File: src/rtl/mem_ctrl_pkg.sv
// mem_ctrl_pkg: shared widths, constants and encodings for the memory controller
package mem_ctrl_pkg;
  typedef logic [31:0] DATA_TYPE;
  typedef logic [31:0] ADDR_TYPE;
  localparam logic TRUE = 1'b1;
  localparam logic FALSE = 1'b0;
  localparam DATA_TYPE ZERO_WORD = 32'h0;
  localparam ADDR_TYPE RAM_IO_PORT = 32'h30000;
  localparam logic [1:0] IDLE = 2'd0;
  localparam logic [1:0] READ = 2'd1;
  localparam logic [1:0] WRITE = 2'd2;
  localparam logic [1:0] SRC_IF = 2'd0;
  localparam logic [1:0] SRC_LSB = 2'd1;
  localparam logic [1:0] SRC_ROB = 2'd2;
  function automatic logic [2:0] norm_size(input logic [5:0] s);
    return (s == 6'd1) ? 3'd1 : (s == 6'd2) ? 3'd2 : 3'd4;
  endfunction
endpackage

File: src/rtl/mem_ctrl_ext.sv
// mem_ext: sign/zero extension of a 1/2/4-byte load value
module mem_ext
  import mem_ctrl_pkg::*;
(
  input  logic [2:0] size,
  input  logic       sgn,
  input  DATA_TYPE   raw,
  output DATA_TYPE   data
);
  always_comb
    data = (size == 3'd1) ? {{24{sgn & raw[7]}}, raw[7:0]} :
           (size == 3'd2) ? {{16{sgn & raw[15]}}, raw[15:0]} : raw;
endmodule

File: src/rtl/mem_ctrl.sv
// mem_ctrl: byte-serial RAM/IO controller for fetch, load and store; MEM_IO_STALL_EN enables IO write stall
module mem_ctrl
  import mem_ctrl_pkg::*;
#(
  parameter int ADDR_W = 32,
  parameter logic [ADDR_W-1:0] IO_BASE = RAM_IO_PORT
) (
  input  logic              clk,
  input  logic              rst,
  input  logic              rdy,
  input  logic              in_rob_xbp,
  input  logic              in_if_flag,
  input  logic [ADDR_W-1:0] in_if_addr,
  output logic              out_if_flag,
  output DATA_TYPE          out_if_inst,
  input  logic              in_lsb_flag,
  input  logic [5:0]        in_lsb_size,
  input  logic              in_lsb_signed,
  input  logic [ADDR_W-1:0] in_lsb_addr,
  output logic              out_lsb_flag,
  output DATA_TYPE          out_lsb_data,
  input  logic              in_rob_flag,
  input  logic [5:0]        in_rob_size,
  input  logic [ADDR_W-1:0] in_rob_addr,
  input  DATA_TYPE          in_rob_data,
  output logic              out_rob_flag,
  input  logic [7:0]        mem_din,
  output logic [7:0]        mem_dout,
  output logic [ADDR_W-1:0] mem_a,
  output logic              mem_wr,
  input  logic              io_buffer_full
);
`ifdef MEM_IO_STALL_EN
  localparam logic IO_STALL = TRUE;
`else
  localparam logic IO_STALL = FALSE;
`endif
  logic [1:0] state, src;
  logic [2:0] c, n, widx, cap;
  logic sgn, req_if, req_lsb, req_rob, stall;
  logic [ADDR_W-1:0] addr, wbase, waddr;
  DATA_TYPE wdat, buf_q, wsrc, raw, ext_data;
  logic [7:0] wbyte;
  always_comb begin
    req_rob = in_rob_flag & ~out_rob_flag;
    req_lsb = in_lsb_flag & ~out_lsb_flag;
    req_if = in_if_flag & ~out_if_flag;
    widx = (state == IDLE) ? 3'd0 : c;
    wbase = (state == IDLE) ? in_rob_addr : addr;
    wsrc = (state == IDLE) ? in_rob_data : wdat;
    waddr = wbase + {{(ADDR_W-3){1'b0}}, widx};
    wbyte = wsrc[{widx[1:0], 3'b000} +: 8];
    stall = IO_STALL & (waddr >= IO_BASE) & io_buffer_full;
    cap = c - 3'd2;
    raw = buf_q | (DATA_TYPE'(mem_din) << {cap[1:0], 3'b000});
  end
  mem_ext u_ext (.size(n), .sgn(sgn), .raw(raw), .data(ext_data));
  always_ff @(posedge clk) begin
    if (rst) begin
      state <= IDLE;
      src <= SRC_IF;
      c <= 3'd0;
      n <= 3'd0;
      sgn <= FALSE;
      addr <= '0;
      wdat <= ZERO_WORD;
      buf_q <= ZERO_WORD;
      out_if_flag <= FALSE;
      out_if_inst <= ZERO_WORD;
      out_lsb_flag <= FALSE;
      out_lsb_data <= ZERO_WORD;
      out_rob_flag <= FALSE;
      mem_dout <= 8'h0;
      mem_a <= '0;
      mem_wr <= FALSE;
    end else if (rdy) begin
      out_if_flag <= FALSE;
      out_lsb_flag <= FALSE;
      out_rob_flag <= FALSE;
      case (state)
        IDLE: if (!in_rob_xbp) begin
          if (req_rob) begin
            state <= WRITE;
            src <= SRC_ROB;
            addr <= in_rob_addr;
            wdat <= in_rob_data;
            n <= norm_size(in_rob_size);
            mem_a <= waddr;
            mem_dout <= wbyte;
            mem_wr <= !stall;
            c <= stall ? 3'd0 : 3'd1;
          end else if (req_lsb || req_if) begin
            state <= READ;
            src <= req_lsb ? SRC_LSB : SRC_IF;
            addr <= req_lsb ? in_lsb_addr : in_if_addr;
            mem_a <= req_lsb ? in_lsb_addr : in_if_addr;
            n <= req_lsb ? norm_size(in_lsb_size) : 3'd4;
            sgn <= req_lsb & in_lsb_signed;
            buf_q <= ZERO_WORD;
            mem_wr <= FALSE;
            c <= 3'd1;
          end
        end
        READ: if (in_rob_xbp) begin
          state <= IDLE;
          mem_wr <= FALSE;
        end else begin
          if (c < n) mem_a <= addr + {{(ADDR_W-3){1'b0}}, c};
          if (c >= 3'd2) buf_q <= raw;
          if (c == n + 3'd1) begin
            state <= IDLE;
            out_if_flag <= (src == SRC_IF);
            out_lsb_flag <= (src == SRC_LSB);
            if (src == SRC_IF) out_if_inst <= raw;
            else out_lsb_data <= ext_data;
          end
          c <= c + 3'd1;
        end
        WRITE: if (c == n) begin
          state <= IDLE;
          mem_wr <= FALSE;
          out_rob_flag <= TRUE;
        end else if (stall) begin
          mem_wr <= FALSE;
        end else begin
          mem_a <= waddr;
          mem_dout <= wbyte;
          mem_wr <= TRUE;
          c <= c + 3'd1;
        end
        default: state <= IDLE;
      endcase
    end
  end
endmodule

File: config.mk
export PLATFORM = sky130hd
export DESIGN_NAME = mem_ctrl
export DESIGN_NICKNAME = d
export VERILOG_FILES = /design/src/rtl/mem_ctrl_pkg.sv /design/src/rtl/mem_ctrl_ext.sv /design/src/rtl/mem_ctrl.sv
export SDC_FILE = /design/constraint.sdc
export NUM_CORES = 1
export LEC_CHECK = 0
export CORE_MARGIN = 2
export CORE_UTILIZATION = 55
export CTS_CLUSTER_DIAMETER = 50
export DETAILED_ROUTE_END_ITERATION = 10
export HOLD_SLACK_MARGIN = 0.05
export PLACE_DENSITY = 0.88
export SETUP_SLACK_MARGIN = 0.02
export SYNTH_ARGS = -nofsm -noshare
export SYNTH_HDL_FRONTEND = slang
export SYNTH_SLANG_ARGS = --single-unit
File: constraint.sdc
create_clock -name clk -period 6.39 [get_ports clk]
set_input_delay 0.639 -clock clk [delete_from_list [all_inputs] [get_ports clk]]
set_output_delay 0.639 -clock clk [all_outputs]
set_load 0.1 [all_outputs]
* Word level (Yosys, flattened, before mapping) *
Cells that the tools add are included.

storage, ports and cells
  output and inout bits = 108
  input port bits = 157
  register bits = 215
  logic and storage cells = 140

operators by class
  reduce and logical (&&, ||, !) cells = 18
  shift-type cells = 2
  bitwise logic cells = 13
  add/sub/neg operators = 5
  eq/ne operators = 23
  mux-type cells = 61
  magnitude comparators = 2

operator list
  kind                 number
  $mux 32              17
  $pmux 32 s3          1
  $add 32x3->32        2
  $pmux 32 s2          1
  $mux 3               13
  $or 32x32->32        1
  $shiftx 32x6->8      1
  $shl 8x5->32         1
  $reduce_and 5->1     6
  $mux 8               3
  $ne 2x2->1 const B   9
  $mux 2               8
  $pmux 8 s2           1
  $mux 1               14
  $reduce_and 7->1     2
  $eq 6x1->1 const B   2
  $eq 6x2->1 const B   2
  $pmux 3 s3           1
  $reduce_and 4->1     2
  $add 3x1->3 const B  2
  $and 1x1->1          6
  $eq 3x3->1           2
  $not 1->1            6
  $pmux 2 s3           1
  other kinds (16)     20

* Longest topological paths before layout *
  depth after elaboration = 7
  depth in mapped cells = 16
  gate-level depth less buffers = 11

* Hierarchy *
A second synthesis with hierarchy kept.

second synthesis, totals
  cells, all modules = 1501
  area, all modules = 12077.8 um^2

modules (own cells, without submodules)
  module    seq. area each (um^2)  cells each  area an instance (um^2)  times used
  mem_ctrl  4304.1                 1456        11726.2                  1
  mem_ext   0.0                    45          351.6                    1

* Least setup slack after synthesis *
No wires, ideal clock.

  kind = reg-to-reg
  start = reg state[0]
  end = reg mem_a[27]
  stages on the path, launching flop included = 16
  path slack = 2.957 ns
  arrival = 3.301 ns
  required time = 6.259 ns
  path through = dfxtp_1 > inv_1 > ha_1 > buf_6 > buf_6 > buf_2 > buf_2 > buf_2 > mux2_2 > ha_1 > nand3_1 > a21oi_1 > nand4_1 > or4b_1 > xnor2_1 > o32ai_1

on the way
  cells in the longest elaborated chain, start to end = 6
  elaborated cells between the ends (all ways) = 17
  those cells by class = add/sub: 1; eq/ne: 7; mux: 6; reduce/logical: 3

ends and longest elaborated chain
  item                               line                                            text
  from (decl)                        mem_ctrl.sv:38                                  logic [1:0] state, src;
  from (signal assigned)             mem_ctrl.sv:60                                  state <= IDLE;
  from (signal assigned)             mem_ctrl.sv:83                                  state <= WRITE;
  from (signal assigned)             mem_ctrl.sv:93                                  state <= READ;
  $logic_not 2->1                    mem_ctrl.sv:48, mem_ctrl.sv:49, mem_ctrl.sv:80
  $mux 32 or $mux 3 (tied branches)  mem_ctrl.sv:49, mem_ctrl.sv:48
  $add 32x3->32                      mem_ctrl.sv:51                                  waddr = wbase + {{(ADDR_W-3){1'b0}}, widx};
  $mux 32                            mem_ctrl.sv:82                                  if (req_rob) begin
  $mux 32                            mem_ctrl.sv:81                                  IDLE: if (!in_rob_xbp) begin
  $pmux 32 s3                        mem_ctrl.sv:80                                  case (state)
  to (signal assigned)               mem_ctrl.sv:88                                  mem_a <= waddr;
  to (signal assigned)               mem_ctrl.sv:96                                  mem_a <= req_lsb ? in_lsb_addr : in_if_addr;
  to (signal assigned)               mem_ctrl.sv:108                                 if (c < n) mem_a <= addr + {{(ADDR_W-3){1'b0}}, c};
  to (decl)                          mem_ctrl.sv:29                                  output logic [ADDR_W-1:0] mem_a,

Several ways; a longest one is shown, not always the timed one. The select of a mux whose other input is x is not followed.
A chain may end at the register's enable or synchronous reset.

* Final worst setup path *
  start = reg state[0]
  end = reg mem_a[17]

Same word-level chain as after synthesis.

==> flow_summary.ini <==
[run_status]
status = completed

[timing]
hold_viol = 0
skew_ns = 0.008862
drv_slew = 0
worst_slew_pin_slew_ns = 1.278
finalSetupTns_ns = 0
period_minus_slack_ns = 4.037
rsz0062_at_grt = no
timing.hold.ws_ns = 0.4547
min_period_over_period_pct = 63.18
fmax_mhz = 247.7
slew_headroom_pct = 14.83
finalSetupViolations = 0

[placed_design]
portBuffers = 263
hpwlAfterDp_microns = 26650
gp_congestion = 0.9833

[clocking]
cts-resized-gates = 0
cts_buffer_depth = 3
ctsHoldBuffers = 0
post_cts_buffers = 0
cts_root_buf = clkbuf_16
cts.htree.levels = 1
tritoncts = done
clkLatencyLatePin_ns = 0.53
cts_buffers = 24
cts.sinks = 215
cts.clk_slew.worst_paths_ns = 0.06

[synth]
ys.flop_type = dfxtp_1
synthCells = 1455
yosysSeqAreaShare_pct = 36.73
synth_most_common_cell = dfxtp_1
synth_cell_types = 75
synth_area_sq_um = 11720
yosys-top-cells-area = dfxtp_1, a21oi_1, o21ai_0
synthArstFlopShare_pct = 0
synth-seq-cells = 215
synth_edf_count = 0
syn_area_per_cell_sq_um = 8.054
yosysTopAreaCell = dfxtp_1
yosys_warnings = 0
syn_nets = 1633
synth_top_area_share_pct = 36.73
ys_top_cells_by_count = dfxtp_1, nor2_1, nand2_1, a21oi_1, o21ai_0

[die]
die_area_sq_um = 22490
core_sq_um = 20960
die_w_microns = 150.0
die_h_microns = 150.0
initial_core_util_pct = 55.92
pin_count = 265
rows = 53

[global_routing]
grt.total_usage_pct = 33.92
grt_max_degree = 100
antenna_found_initial = 0
grt_pass1_vias = 11873
overflow = 0
grt_pass1_wl_microns = 61250

[worst_setup_path]
timing.rr.end = mem_a[17]
path_max_fanout = 42
cp-startpoint = state[0]
crit_type = reg -> reg
endpoint_kind = flop
cp_cell_sequence = inv_1 -> ha_2 -> buf_4 -> nor2_1 -> nor2_1 -> a31oi_1 -> nor2_2 -> buf_4 -> o221ai_1 -> o221a_2
r2r_slack_ns = 2.35
crit_end = mem_a[17]
cp.arrival_ns = 4.45
crit_required_ns = 6.81
max_stage_delay_ns = 0.82
r2r_start = state[0]
r2r_cells = 10
start_kind = flop
crit_slowest_cell = ha_2

[layout]
post_route_cells_drive_above_1_share_pct = 7.646
syn2layout_area_growth_pct = 29.21
layout.nets = 1821
num_antenna_cells = 0

[drt]
drt_wl_total_microns = 39260
vias_per_cell = 6.377
dr_total_vias = 12345
route.detailed.drc = 0
first_iter_violations = 1118
firstDrtPassIters = 7
ant_nets = 0
wl_per_cell_microns = 20.28

[pwr]
irDropWorstVdd_mv = 0.1946
leakagePower_nw = 5.542
cellPowerDensity_nw_per_um2 = 255.7

[hold_path]
hold_class = reg -> reg

[run]
maxCapViolCount = 0
## per-stage QoR
step / total power, mW / std cells / area, sq um / setup WS, ns / util, %
3_5_place_dp: 2.475 / 1892 / 14340 / 2.136 / 68.41
6_report: 3.872 / 1936 / 15140 / 2.353 / 72.26
4_1_cts: 3.864 / 1936 / 15140 / 2.462 / 72.26
2_1_floorplan: 2.169 / 1455 / 11720 / 2.958 / -
3_3_place_gp: 2.453 / 1892 / 14340 / 2.227 / 68.41
5_1_grt: 3.996 / 1936 / 15140 / 2.097 / 72.26
## cell type report
class                           instances  area, sq um
Multi-Input combinational cell       1098         6824
Fill cell                            1606         5813
Sequential cell                       215         4304
Tap cell                              275        344.1
Inverter                               20        75.07
Clock buffer                           35        691.9
Clock inverter                          9        115.1
Timing Repair Buffer                  284         2788
## per-layer routing
metal	global-route usage, %	up-vias	wire length [microns]
met2	54.41	812	17460
li1	-	5630	-
met1	43.97	5717	15130
met4	15.42	0	1895
met5	0	-	0
met3	7.012	186	4772
## registers in the layout, summed over array words and instances, names as in the netlist, 8 cells and up
register / cells
addr: 32
buf_q: 32
mem_a: 32
mem_dout: 8
out_if_inst: 32
out_lsb_data: 32
wdat: 32
## cells in the final DEF (no fill, tap or decap), drive strengths merged, types with 7 or more instances in the layout
| cell | count |
|---|---|
| nand3 | 51 |
| nor4 | 15 |
| o22ai | 11 |
| nand2 | 155 |
| buf | 22 |
| or2 | 8 |
| xor2 | 23 |
| mux2i | 53 |
| a311oi | 11 |
| nand4 | 17 |
| dfxtp | 215 |
| inv | 19 |
| nor2b | 12 |
| nor3 | 22 |
| clkdlybuf4s50 | 262 |
| and2 | 7 |
| or3 | 8 |
| a211oi | 60 |
| mux4 | 8 |
| nand4b | 8 |
| ha | 19 |
| a221oi | 16 |
| a31oi | 30 |
| nor2 | 166 |
| mux2 | 21 |
| o21ai | 134 |
| xnor2 | 23 |
| clkbuf | 35 |
| and3 | 9 |
| a21o | 10 |
| a21oi | 133 |
## critical path, delay by kind of cell (launching register included)
family	cells	cell delay [ns]
fa+ha+maj	1	0.82
compound gates	3	0.62
buf+inv	3	1.08
simple gates	3	1.00
flops	1	0.35
## cells by family after synthesis
logic type	after synthesis	synth area share, %
compound gates	448	23.89
xor+xnor	47	3.641
fa+ha+maj	21	2.370
buf+inv	142	5.296
flops	215	36.73
mux	82	8.082
simple gates	500	19.99
## worst min path at each step
stage	start	to	slack, ns	cells past startpoint
finish	wdat[9]	wdat[9]	0.45	2
global route	buf_q[13]	buf_q[13]	0.48	2
CTS	wdat[26]	wdat[26]	0.46	2
detailed placement	buf_q[9]	buf_q[9]	0.45	2
global placement	buf_q[15]	buf_q[15]	0.44	2
floorplan	buf_q[10]	buf_q[10]	0.43	2
## power by group
part | leakage, nW | switching (mW) | internal [mW]
clock | 0.390 | 0.566 | 0.835
sequential | 1.75 | 0.0695 | 1.41
combinational | 3.40 | 0.661 | 0.330
Note: power is estimated with default switching activity, not from simulation.
